--- config.mk ---
export PLATFORM = sky130hd
export DESIGN_NAME = tick_generator
export DESIGN_NICKNAME = d
export VERILOG_FILES = /design/src/rtl/tick_generator.sv
export SDC_FILE = /design/constraint.sdc
export NUM_CORES = 1
export LEC_CHECK = 0
export ABC_AREA = 1
export CAP_MARGIN = 20
export CORE_ASPECT_RATIO = 1.1
export CORE_MARGIN = 2
export CORE_UTILIZATION = 55
export CTS_BUF_LIST = sky130_fd_sc_hd__clkbuf_8
export DETAILED_ROUTE_END_ITERATION = 10
export PLACE_DENSITY = 0.81
export SYNTH_ARGS = -nofsm -noshare
export SYNTH_HDL_FRONTEND = slang
export SYNTH_SLANG_ARGS = --single-unit
export TNS_END_PERCENT = 30
--- constraint.sdc ---
create_clock -name clk -period 4.15 [get_ports clk]
set_input_delay 1.0375 -clock clk [delete_from_list [all_inputs] [get_ports clk]]
set_output_delay 1.0375 -clock clk [all_outputs]
set_load 0.05 [all_outputs]
--- src/rtl/tick_generator.sv ---
// Programmable tick generator: divisor-paced one-cycle ticks, finite or continuous bursts.
// Optional half-period phase output enabled by defining TICK_GENERATOR_PHASE_EN.
module tick_generator #(
   parameter int unsigned     WIDTH     = 16,
   parameter int unsigned     CNT_WIDTH = 16,
   parameter logic [WIDTH-1:0] RESET_DIV = '0
) (
   input  logic                 clk,
   input  logic                 rst,
   input  logic                 enable,
   input  logic                 start,
   input  logic                 stop,
   input  logic [CNT_WIDTH-1:0] burst_len,
   input  logic [WIDTH-1:0]     divisor,
   input  logic                 divisor_wr,
   output logic                 tick,
   output logic                 busy,
   output logic                 done,
   output logic [CNT_WIDTH-1:0] remaining
`ifdef TICK_GENERATOR_PHASE_EN
   ,
   output logic                 tick_half
`endif
);

   typedef enum logic {
      ST_IDLE = 1'b0,
      ST_RUN  = 1'b1
   } state_t;

   state_t               r_state;
   state_t               w_state_nxt;
   logic [WIDTH-1:0]     r_count;
   logic [WIDTH-1:0]     w_count_nxt;
   logic [WIDTH-1:0]     r_div;
   logic [WIDTH-1:0]     w_div_nxt;
   logic [WIDTH-1:0]     r_pend;
   logic [WIDTH-1:0]     w_pend_nxt;
   logic                 r_pend_vld;
   logic                 w_pend_vld_nxt;
   logic [CNT_WIDTH-1:0] r_rem;
   logic [CNT_WIDTH-1:0] w_rem_nxt;
   logic                 r_tick;
   logic                 w_tick_nxt;
   logic                 r_busy;
   logic                 r_done;
   logic                 w_done_nxt;
   logic                 w_run_en;
   logic                 w_wrap;

   // State and datapath registers
   always_ff @(posedge clk) begin
      if (rst) begin
         r_state    <= ST_IDLE;
         r_count    <= '0;
         r_div      <= RESET_DIV;
         r_pend     <= '0;
         r_pend_vld <= 1'b0;
         r_rem      <= '0;
         r_tick     <= 1'b0;
         r_busy     <= 1'b0;
         r_done     <= 1'b0;
      end else begin
         r_state    <= w_state_nxt;
         r_count    <= w_count_nxt;
         r_div      <= w_div_nxt;
         r_pend     <= w_pend_nxt;
         r_pend_vld <= w_pend_vld_nxt;
         r_rem      <= w_rem_nxt;
         r_tick     <= w_tick_nxt;
         r_busy     <= (w_state_nxt == ST_RUN);
         r_done     <= w_done_nxt;
      end
   end

   // Next-state, counter, burst and divisor update logic
   always_comb begin
      w_state_nxt    = r_state;
      w_count_nxt    = r_count;
      w_rem_nxt      = r_rem;
      w_tick_nxt     = 1'b0;
      w_done_nxt     = 1'b0;
      w_div_nxt      = r_div;
      w_pend_nxt     = r_pend;
      w_pend_vld_nxt = r_pend_vld;
      w_run_en       = (r_state == ST_RUN) && enable;
      w_wrap         = w_run_en && (r_count == r_div);

      case (r_state)
         ST_IDLE: begin
            w_count_nxt = '0;
            if (start && !stop) begin
               w_state_nxt = ST_RUN;
               w_rem_nxt   = burst_len;
            end
         end
         ST_RUN: begin
            if (stop) begin
               w_state_nxt = ST_IDLE;
               w_count_nxt = '0;
               w_rem_nxt   = '0;
            end else if (enable) begin
               if (w_wrap) begin
                  w_count_nxt = '0;
                  w_tick_nxt  = 1'b1;
                  // remaining == 0 marks continuous mode and never counts
                  if (r_rem != '0) begin
                     w_rem_nxt = r_rem - CNT_WIDTH'(1);
                     if (r_rem == CNT_WIDTH'(1)) begin
                        w_done_nxt  = 1'b1;
                        w_state_nxt = ST_IDLE;
                     end
                  end
               end else begin
                  w_count_nxt = r_count + WIDTH'(1);
               end
            end
         end
         default: begin
            w_state_nxt = ST_IDLE;
            w_count_nxt = '0;
         end
      endcase

      // Pending divisor only lands on a period boundary; a coinciding write waits for the next one
      if (r_pend_vld && ((r_state == ST_IDLE) || w_wrap)) begin
         w_div_nxt      = r_pend;
         w_pend_vld_nxt = 1'b0;
      end
      if (divisor_wr) begin
         w_pend_nxt     = divisor;
         w_pend_vld_nxt = 1'b1;
      end
   end

   assign tick      = r_tick;
   assign busy      = r_busy;
   assign done      = r_done;
   assign remaining = r_rem;

`ifdef TICK_GENERATOR_PHASE_EN
   logic r_tick_half;
   logic w_half_nxt;

   assign w_half_nxt = w_run_en && !stop && (r_count == (r_div >> 1));

   // Mid-period phase pulse
   always_ff @(posedge clk) begin
      if (rst) begin
         r_tick_half <= 1'b0;
      end else begin
         r_tick_half <= w_half_nxt;
      end
   end

   assign tick_half = r_tick_half;
`endif

endmodule

==> results of run 1 <==
==> worst paths after layout <==
kind                      startpoint                         to  slack (ps)
max reg2reg          busy$_SDFF_PP0_  remaining[7]$_SDFFE_PP0P_        2030
min          r_pend[11]$_SDFFE_PP0P_    r_pend[11]$_SDFFE_PP0P_         460
min reg2reg  r_pend[11]$_SDFFE_PP0P_    r_pend[11]$_SDFFE_PP0P_         460
max                  busy$_SDFF_PP0_                       busy        1330
==> per-stage QoR <==
| step | hold WS [ps] | worst slack (ps) | util | cell area (um2) | std cells |
|---|---|---|---|---|---|
| 6_report | 463 | 1330 | 0.687 | 4530 | 740 |
| 5_1_grt | 481 | 1170 | 0.687 | 4530 | 740 |
| 4_1_cts | 462 | 1340 | 0.687 | 4530 | 740 |
| 3_5_place_dp | 451 | 1010 | 0.656 | 4320 | 724 |
| 3_3_place_gp | 445 | 1160 | 0.656 | 4320 | 724 |
| 2_1_floorplan | 430 | 2050 | - | 3760 | 606 |
==> report_power, final <==
group          internal, uW  total, uW  leakage [uW]  switching [uW]
clock                   299        575     0.0000995             276
combinational           181        496       0.00133             315
sequential              701        753      0.000559            52.8
total                  1180       1820       0.00199             643
==> cell usage in the layout, fill, tap and decap left out, types with 2 or more instances in the layout <==
master	netlist	layout
a21oi_1	42	42
clkinv_1	2	2
nand4_1	7	7
clkbuf_8	0	10
inv_6	0	2
nor2_2	4	4
dfxtp_1	68	68
buf_4	6	3
o31ai_1	2	2
inv_1	67	67
clkinvlp_4	0	2
ha_1	3	3
nand3_1	32	32
nor3_1	8	8
xnor2_1	3	3
nand2_1	148	148
o21ai_1	2	2
nand2_2	4	4
nor3b_1	2	2
nand3b_1	12	12
o21ai_0	34	34
nor2_1	122	122
xor2_1	8	8
clkdlybuf4s50_1	0	56
inv_2	8	8
==> state kept, by name, indices dropped and copies added, names as in the netlist <==
name / cells
tick: 1
r_pend: 16
done: 1
remaining: 16
r_div: 16
r_pend_vld: 1
r_count: 16
busy: 1
==> routing by layer <==
layer	GRT usage	share of wire	up-vias
met5	0	0	-
met4	0.101	0.018	0
met3	0.0460	0.051	19
met2	0.408	0.47	126
met1	0.357	0.46	1777
li1	-	-	1994
==> cells by family after synthesis <==
kind of cell | count (synthesis) | synth area share
xor gates and xnor gates | 11 | 0.0257
adders and majority gates | 3 | 0.00999
buffers and inverters | 100 | 0.109
and+or+nand+nor | 341 | 0.379
AOI/OAI and AO/OA | 83 | 0.114
DFF | 68 | 0.362
==> final cells by class <==
class | count | area (um2)
clock inverter | 6 | 71.3
sequential | 68 | 1360
multi-input combinational | 438 | 1990
tap | 82 | 103
clock buffer | 10 | 138
timing repair buffer | 59 | 583
inverter | 77 | 289
fill | 583 | 2060
==> results.md, run 1 <==
* Hold Path Stages at 2
* Netlist cell types at 30
* Die height at 90.7 um
* Wire length per cell at 12.5 um
* Worst path slowest cell: clkdlybuf4s50_1
* Crit path max-delay family: buffers and inverters
* Maxcap violations at 0
* Slew Limit Fails at 0
* Slew Limit Headroom at 0.287
* Worst-path fanout max at 10
* Gr usage total at 0.262
* Setup Buffers After CTS at 0
* Post-route ant nets at 0
* Routed WL at 9220 um
* Post-CTS resize count at 0
* CP bufs+invs at 1
* Pre-antenna DRT Iters at 5
* Crit-path cells: clkdlybuf4s50_1
* Setup CP Type: reg -> out
* Count leader, synth: nand2_1
* Iter 0 DRT Violations at 321
* Post-synth ARST share at 0
* CP Depth at 1
* Nets at 694
* Initial Util at 0.570
* Clk buf depth at 2
* Critical path's largest stage delay at 880 ps
* Ratio of final minimum period to clock period at 0.680
* Sequential area share after synthesis at 0.362
* Fin. Hold Viols at 0
* Layout Skew at 9.45 ps
* Post-Synthesis Cell Area at 0.00376 mm2
* Total gr overflow at 0
* Core Box Area at 0.00659 mm2
* Syn. warnings at 0
* Top Ports at 57
* Top FF cell, synth: dfxtp_1
* Worst reg2reg path depth at 10
* Synth Instances at 606
* P_leak at 0.00199 uW
* First-pass GRT wire length at 15500 um
* Req. time, crit path at 3110 ps
* Die width at 82.8 um
* Clk root buf: clkbuf_8
* Rows at 31
* Worst EP arrival at 1780 ps
* DRC Markers at 0
* Clock-pin slew on the worst setup and hold paths at 80 ps
* Final setup TNS at 0 ps
* Min Tclk post-route at 2820 ps
* Syn Nets at 647
* Most frequent cells after synthesis: 148 x nand2_1, 122 x nor2_1, 68 x dfxtp_1
* Routed vias at 3916
* Avg Cell Area, Syn at 6.20 um2
* Status: completed
* Layout cells sized above 1 at 0.0547
* CTS tree: done
* Largest net degree at the start of global routing at 44
* H-tree levels at 3
* CP Capture Type: output pin
* # port buffers at 56
* Final setup vio count at 0
* Detail Placement HPWL at 6700 um
* Clk sinks at 68
* Worst Tran Pin Value at 1070 ps
* Initial antenna violation count at 0
* Dominant cell type by area after synthesis: dfxtp_1
* Die area at 0.00751 mm2
* Fmax at 355 MHz
* TritonCTS buffer count at 9
* Vias in the first global route at 3613
* P&R area growth vs syn at 20.7%
* Power Total at 1820 uW
* RSZ-0062 raised after global routing: no
* Via density per instance at 5.29
* Worst vdd ir at 0.000243 V
* Top cell type's share of synthesized area at 0.362
* Worst-Skew Late Latency at 350 ps
* Dominant cells by area after synthesis: dfxtp_1 36%, nand2_1 15%, nor2_1 12%
* Antenna cells at 0
* Hold buffers post-CTS at 0
* Worst Setup Start Kind: flop
* GP Congestion at 0.965
* Pwr/cell area at 403 mW/mm2
* Post-synth EDFFs at 0
* Hold Crit Class: reg -> reg
* #FFs+latches synth at 68
(Power assumes the default switching activity.)
==> run 2: changes to the inputs <==
CORE_UTILIZATION = 51   (was 55)
PLACE_DENSITY = 0.79   (was 0.81)
clock period = 2.35 ns   (was 4.15 ns; I/O delays follow)
==> results.md, run 2 (synthesis gave the netlist of run 1 again) <==
* CTS tree: done
* Post-CTS resize count at 0 (unchanged)
* Maxcap violations at 0 (unchanged)
* Clk sinks at 68 (unchanged)
* GP Congestion at 0.991 (+2.6%)
* Status: completed
* Fmax at 443 MHz
* Fillers at 645 (+11%)
* CP Capture Type: output pin
* Routed WL at 9240 um (+0.28%)
* H-tree levels at 3 (unchanged)
* Slew Limit Fails at 0 (unchanged)
* Most common cell after layout, fill and taps aside: nand2_1
* Crit path max-delay family: buffers and inverters
* Via density per instance at 5.11 (-3.4%)
* Core Box Area at 0.00709 mm2 (+7.5%)
* Slew Limit Headroom at 0.657 (+0.371)
* Clk buf depth at 2 (unchanged)
* Clock-pin slew on the worst setup and hold paths at 80 ps (about the same)
* Worst Setup Start Kind: flop
* Power Total at 3230 uW (+77%)
* Iter 0 DRT Violations at 251 (-22%)
* Die height at 94.0 um (+3.7%)
* Top Usage Layer GRT: met2
* Worst EP arrival at 1670 ps (-110 ps)
* Initial antenna violation count at 0 (unchanged)
* Largest net degree at the start of global routing at 45 (+2.3%)
* Hold buffers post-CTS at 0 (unchanged)
* Initial Util at 0.530 (-0.0396)
* Worst-Skew Late Latency at 360 ps (about the same)
* Routed vias at 3853 (-1.6%)
* Critical path's largest stage delay at 860 ps (-20 ps)
* Die area at 0.00807 mm2 (+7.5%)
* Layout Skew at 7.60 ps (-1.85 ps)
* Ratio of final minimum period to clock period at 0.960
* Setup CP Type: reg -> out
* Pre-antenna DRT Iters at 7 (+2)
* P&R area growth vs syn at 23.8%
* Clk root buf: clkbuf_8
* Worst vdd ir at 0.000437 V (+80%)
* Worst Tran Pin Value at 512 ps (-556 ps)
* Final setup TNS at 0 ps (unchanged)
* Rows at 32 (+3.2%)
* Min Tclk post-route at 2250 ps
* Area after DPL at 0.00444 mm2 (+2.8%)
* Leading cell types in the layout, fill and taps excluded: 148 x nand2_1, 122 x nor2_1, 68 x dfxtp_1
* Die width at 85.8 um (+3.7%)
* Nets at 705 (+1.6%)
* CP bufs+invs at 1 (unchanged)
* Global-route met3 utilization at 0.0431 (-0.00294)
* Crit-path cells: clkdlybuf4s50_1
* Final setup vio count at 0 (unchanged)
* Pwr/cell area at 694 mW/mm2 (+72%)
* Gr usage total at 0.240 (-0.0219)
* # port buffers at 56 (unchanged)
* M2 GR Usage at 0.368 (-0.0394)
* Worst path slowest cell: clkdlybuf4s50_1
* Wire length per cell at 12.3 um (-1.6%)
* RSZ-0062 raised after global routing: no
* Hold Crit Class: reg -> reg
* Req. time, crit path at 1760 ps (-1350 ps)
* Setup Buffers After CTS at 0 (unchanged)
* P_leak at 0.00207 uW (+3.8%)
* First-pass GRT wire length at 15400 um (-0.81%)
* Worst-path fanout max at 6 (-4)
* TritonCTS buffer count at 9 (unchanged)
* Final instance area at 0.00465 mm2 (+2.6%)
* Detail Placement HPWL at 6840 um (+2.1%)
* DRC Markers at 0 (unchanged)
* Top Ports at 57 (unchanged)
* Antenna cells at 0 (unchanged)
* Total gr overflow at 0 (unchanged)
* Layout cells sized above 1 at 0.0717 (+0.0170)
* Post-route ant nets at 0 (unchanged)
* Met1 Usage GRT at 0.336 (-0.0205)
* Fin. Hold Viols at 0 (unchanged)
* Vias in the first global route at 3406 (-5.7%)
==> run 2: per-stage QoR <==
step	setup slack, ps	std cells	util	hold slack (ps)
finish	95.0	754	0.656	458
global route	47.0	754	0.656	478
CTS	72.3	754	0.656	460
detailed placement	3.20	738	0.627	449
global placement	87.1	738	0.627	443
floorplan	293	606	-	430
==> run 2: worst paths after layout <==
path	cells after the start	end	slack, ps	start
setup reg to reg	9	r_count[12]$_SDFFE_PP0N_	450	r_count[0]$_SDFFE_PP0N_
hold / removal	2	r_pend[14]$_SDFFE_PP0P_	460	r_pend[14]$_SDFFE_PP0P_
setup / recovery	1	remaining[12]	100	remaining[12]$_SDFFE_PP0P_
hold reg to reg	2	r_pend[14]$_SDFFE_PP0P_	460	r_pend[14]$_SDFFE_PP0P_
==> run 2: power breakdown <==
group          internal [uW]  switching (uW)  total [uW]
Sequential              1240            79.7        1320
Clock                    504             500        1000
Combinational            343             565         908
==> run 2: routing by layer <==
| layer | vias up | share of wire | wire length (um) |
|---|---|---|---|
| met4 | 0 | 0.017 | 159 |
| li1 | 2013 | - | - |
| met5 | - | 0 | 0 |
| met2 | 110 | 0.45 | 4140 |
| met3 | 17 | 0.057 | 531 |
| met1 | 1713 | 0.48 | 4410 |
==> run 2: final cells by class <==
cell class,instances,area [um2],area share
Clock buffer,9,124,0.0266
Multi-Input combinational cell,438,1990,0.427
Tap cell,85,106,0.0229
Sequential cell,68,1360,0.293
Inverter,77,289,0.0621
Timing Repair Buffer,70,701,0.151
Clock inverter,7,82.6,0.0178
==> run 3: changes to the inputs <==
CORE_UTILIZATION = 49   (was 51)
CTS_BUF_LIST = not set   (was sky130_fd_sc_hd__clkbuf_8)
CTS_CLUSTER_SIZE = 14   (was not set)
PLACE_DENSITY = 0.76   (was 0.79)
==> results.md, run 3 (synthesis gave the netlist of run 1 again) <==
* Status: completed
* First-pass GRT wire length at 15500 um (+0.94%)
* CTS tree: done
* Worst Setup Start Kind: flop
* Rows at 33 (+3.1%)
* Leading cell types in the layout, fill and taps excluded: 148 x nand2_1, 122 x nor2_1, 68 x dfxtp_1
* CP Capture Type: output pin
* Worst path slowest cell: clkdlybuf4s50_1
* TritonCTS buffer count at 9 (unchanged)
* Power Total at 3240 uW (+0.41%)
* Fin. Hold Viols at 0 (unchanged)
* Final setup vio count at 0 (unchanged)
* Post-CTS resize count at 0 (unchanged)
* Die width at 87.5 um (+1.9%)
* Wire length per cell at 12.5 um (+2.2%)
* Most common cell after layout, fill and taps aside: nand2_1
* Vias in the first global route at 3399 (-0.21%)
* Antenna cells at 0 (unchanged)
* Initial Util at 0.505 (-0.0246)
* Worst Tran Pin Value at 515 ps (+2.54 ps)
* Worst Slack Setup Final at 122 ps (+27.0 ps)
* Gr usage total at 0.232 (-0.00767)
* Crit path max-delay family: buffers and inverters
* Critical path's largest stage delay at 850 ps (about the same)
* Hold Path Stages at 2 (unchanged)
* Die height at 95.8 um (+1.9%)
* Post-route ant nets at 0 (unchanged)
* Clk buf depth at 2 (unchanged)
* Crit-path cells: clkdlybuf4s50_1
* Worst-Skew Late Latency at 350 ps (about the same)
* Iter 0 DRT Violations at 204 (-19%)
* RR Endpoint: r_count[14]$_SDFFE_PP0N_
* Worst hold endpoint: r_pend[13]$_SDFFE_PP0P_
* Largest net degree at the start of global routing at 46 (+2.2%)
* Routed vias at 3842 (-0.29%)
* Hold buffers post-CTS at 0 (unchanged)
* Worst vdd ir at 0.000354 V (-19%)
* Clock-pin slew on the worst setup and hold paths at 70 ps (about the same)
* Nets at 705 (unchanged)
* Hold Crit Class: reg -> reg
* Worst r2r src: r_count[0]$_SDFFE_PP0N_
* Setup CP Type: reg -> out
* Top Ports at 57 (unchanged)
* Pwr/cell area at 696 mW/mm2 (+0.31%)
* Pre-antenna DRT Iters at 4 (-3)
* Post-layout util at 0.626 (-0.0298)
* Req. time, crit path at 1760 ps (about the same)
* Min Tclk post-route at 2230 ps (-27.0 ps)
* Maxcap violations at 0 (unchanged)
* Core Box Area at 0.00743 mm2 (+4.9%)
* Worst-path fanout max at 6 (unchanged)
* Routed WL at 9470 um (+2.5%)
* # port buffers at 56 (unchanged)
* Reg-to-reg slack, setup at 410 ps (-40 ps)
* Worst EP arrival at 1640 ps (-30 ps)
* Layout Skew at 8.25 ps (+0.645 ps)
* Placement Setup Slack at -80.4 ps (-83.6 ps)
* Die area at 0.00838 mm2 (+3.9%)
* Ratio of final minimum period to clock period at 0.948 (-0.0115)
* RSZ-0062 raised after global routing: no
* P_leak at 0.00206 uW (-0.21%)
* CP bufs+invs at 1 (unchanged)
* Via density per instance at 5.08 (-0.55%)
* Clk sinks at 68 (unchanged)
* GP Congestion at 0.973 (-1.8%)
* Worst reg2reg path depth at 10 (+1)
* Total gr overflow at 0 (unchanged)
* Slew Limit Fails at 0 (unchanged)
* Layout cells sized above 1 at 0.0717 (unchanged)
* CP Launch Point: remaining[6]$_SDFFE_PP0P_
* P&R area growth vs syn at 24.0%
* Initial antenna violation count at 0 (unchanged)
* Fmax at 449 MHz (+1.2%)
* Detail Placement HPWL at 7120 um (+4.0%)
* Slew Limit Headroom at 0.656 (-0.00170)
* Setup Buffers After CTS at 0 (unchanged)
* DRC Markers at 0 (unchanged)
* Clk root buf: clkbuf_8
* Hold_sp: r_pend[13]$_SDFFE_PP0P_
* H-tree levels at 3 (unchanged)
-- run 3: per-layer routing --
layer,up-vias,share of wire,track usage
li1,2014,-,-
met5,-,0,0
met3,22,0.049,0.0369
met2,93,0.45,0.351
met1,1713,0.48,0.329
met4,0,0.022,0.0949
-- run 3: worst max path at each step --
stage / end / cells after the start / slack [ps]
floorplan: remaining[6]$_SDFFE_PP0P_ / 9 / 290
global placement: remaining[15]$_SDFFE_PP0P_ / 10 / 70
detailed placement: remaining[3]$_SDFFE_PP0P_ / 10 / -80
CTS: remaining[12] / 1 / 110
global route: remaining[4]$_SDFFE_PP0P_ / 11 / 80
finish: remaining[6] / 1 / 120
-- run 3: through the flow --
| stage | setup TNS (ps) | instances | instance area [um2] | hold WS, ps |
|---|---|---|---|---|
| 2_1_floorplan | 0 | 606 | 3760 | 430 |
| 3_3_place_gp | 0 | 740 | 4450 | 441 |
| 3_5_place_dp | -622 | 740 | 4450 | 452 |
| 4_1_cts | 0 | 756 | 4660 | 463 |
| 5_1_grt | 0 | 756 | 4660 | 468 |
| 6_report | 0 | 756 | 4660 | 461 |
-- run 3: layout make-up --
class	count	area, um2
clock buffer	10	138
clock inverter	6	71.3
fill	719	2780
inverter	77	289
multi-input combinational	438	1990
sequential	68	1360
tap	87	109
timing repair buffer	70	701
-- run 3: where the power goes --
part	leakage (uW)	internal (uW)	switching (uW)	total, uW
clock network	0.0000995	528	483	1010
logic	0.00140	344	570	913
registers	0.000559	1240	80.7	1320
total	0.00206	2110	1130	3240
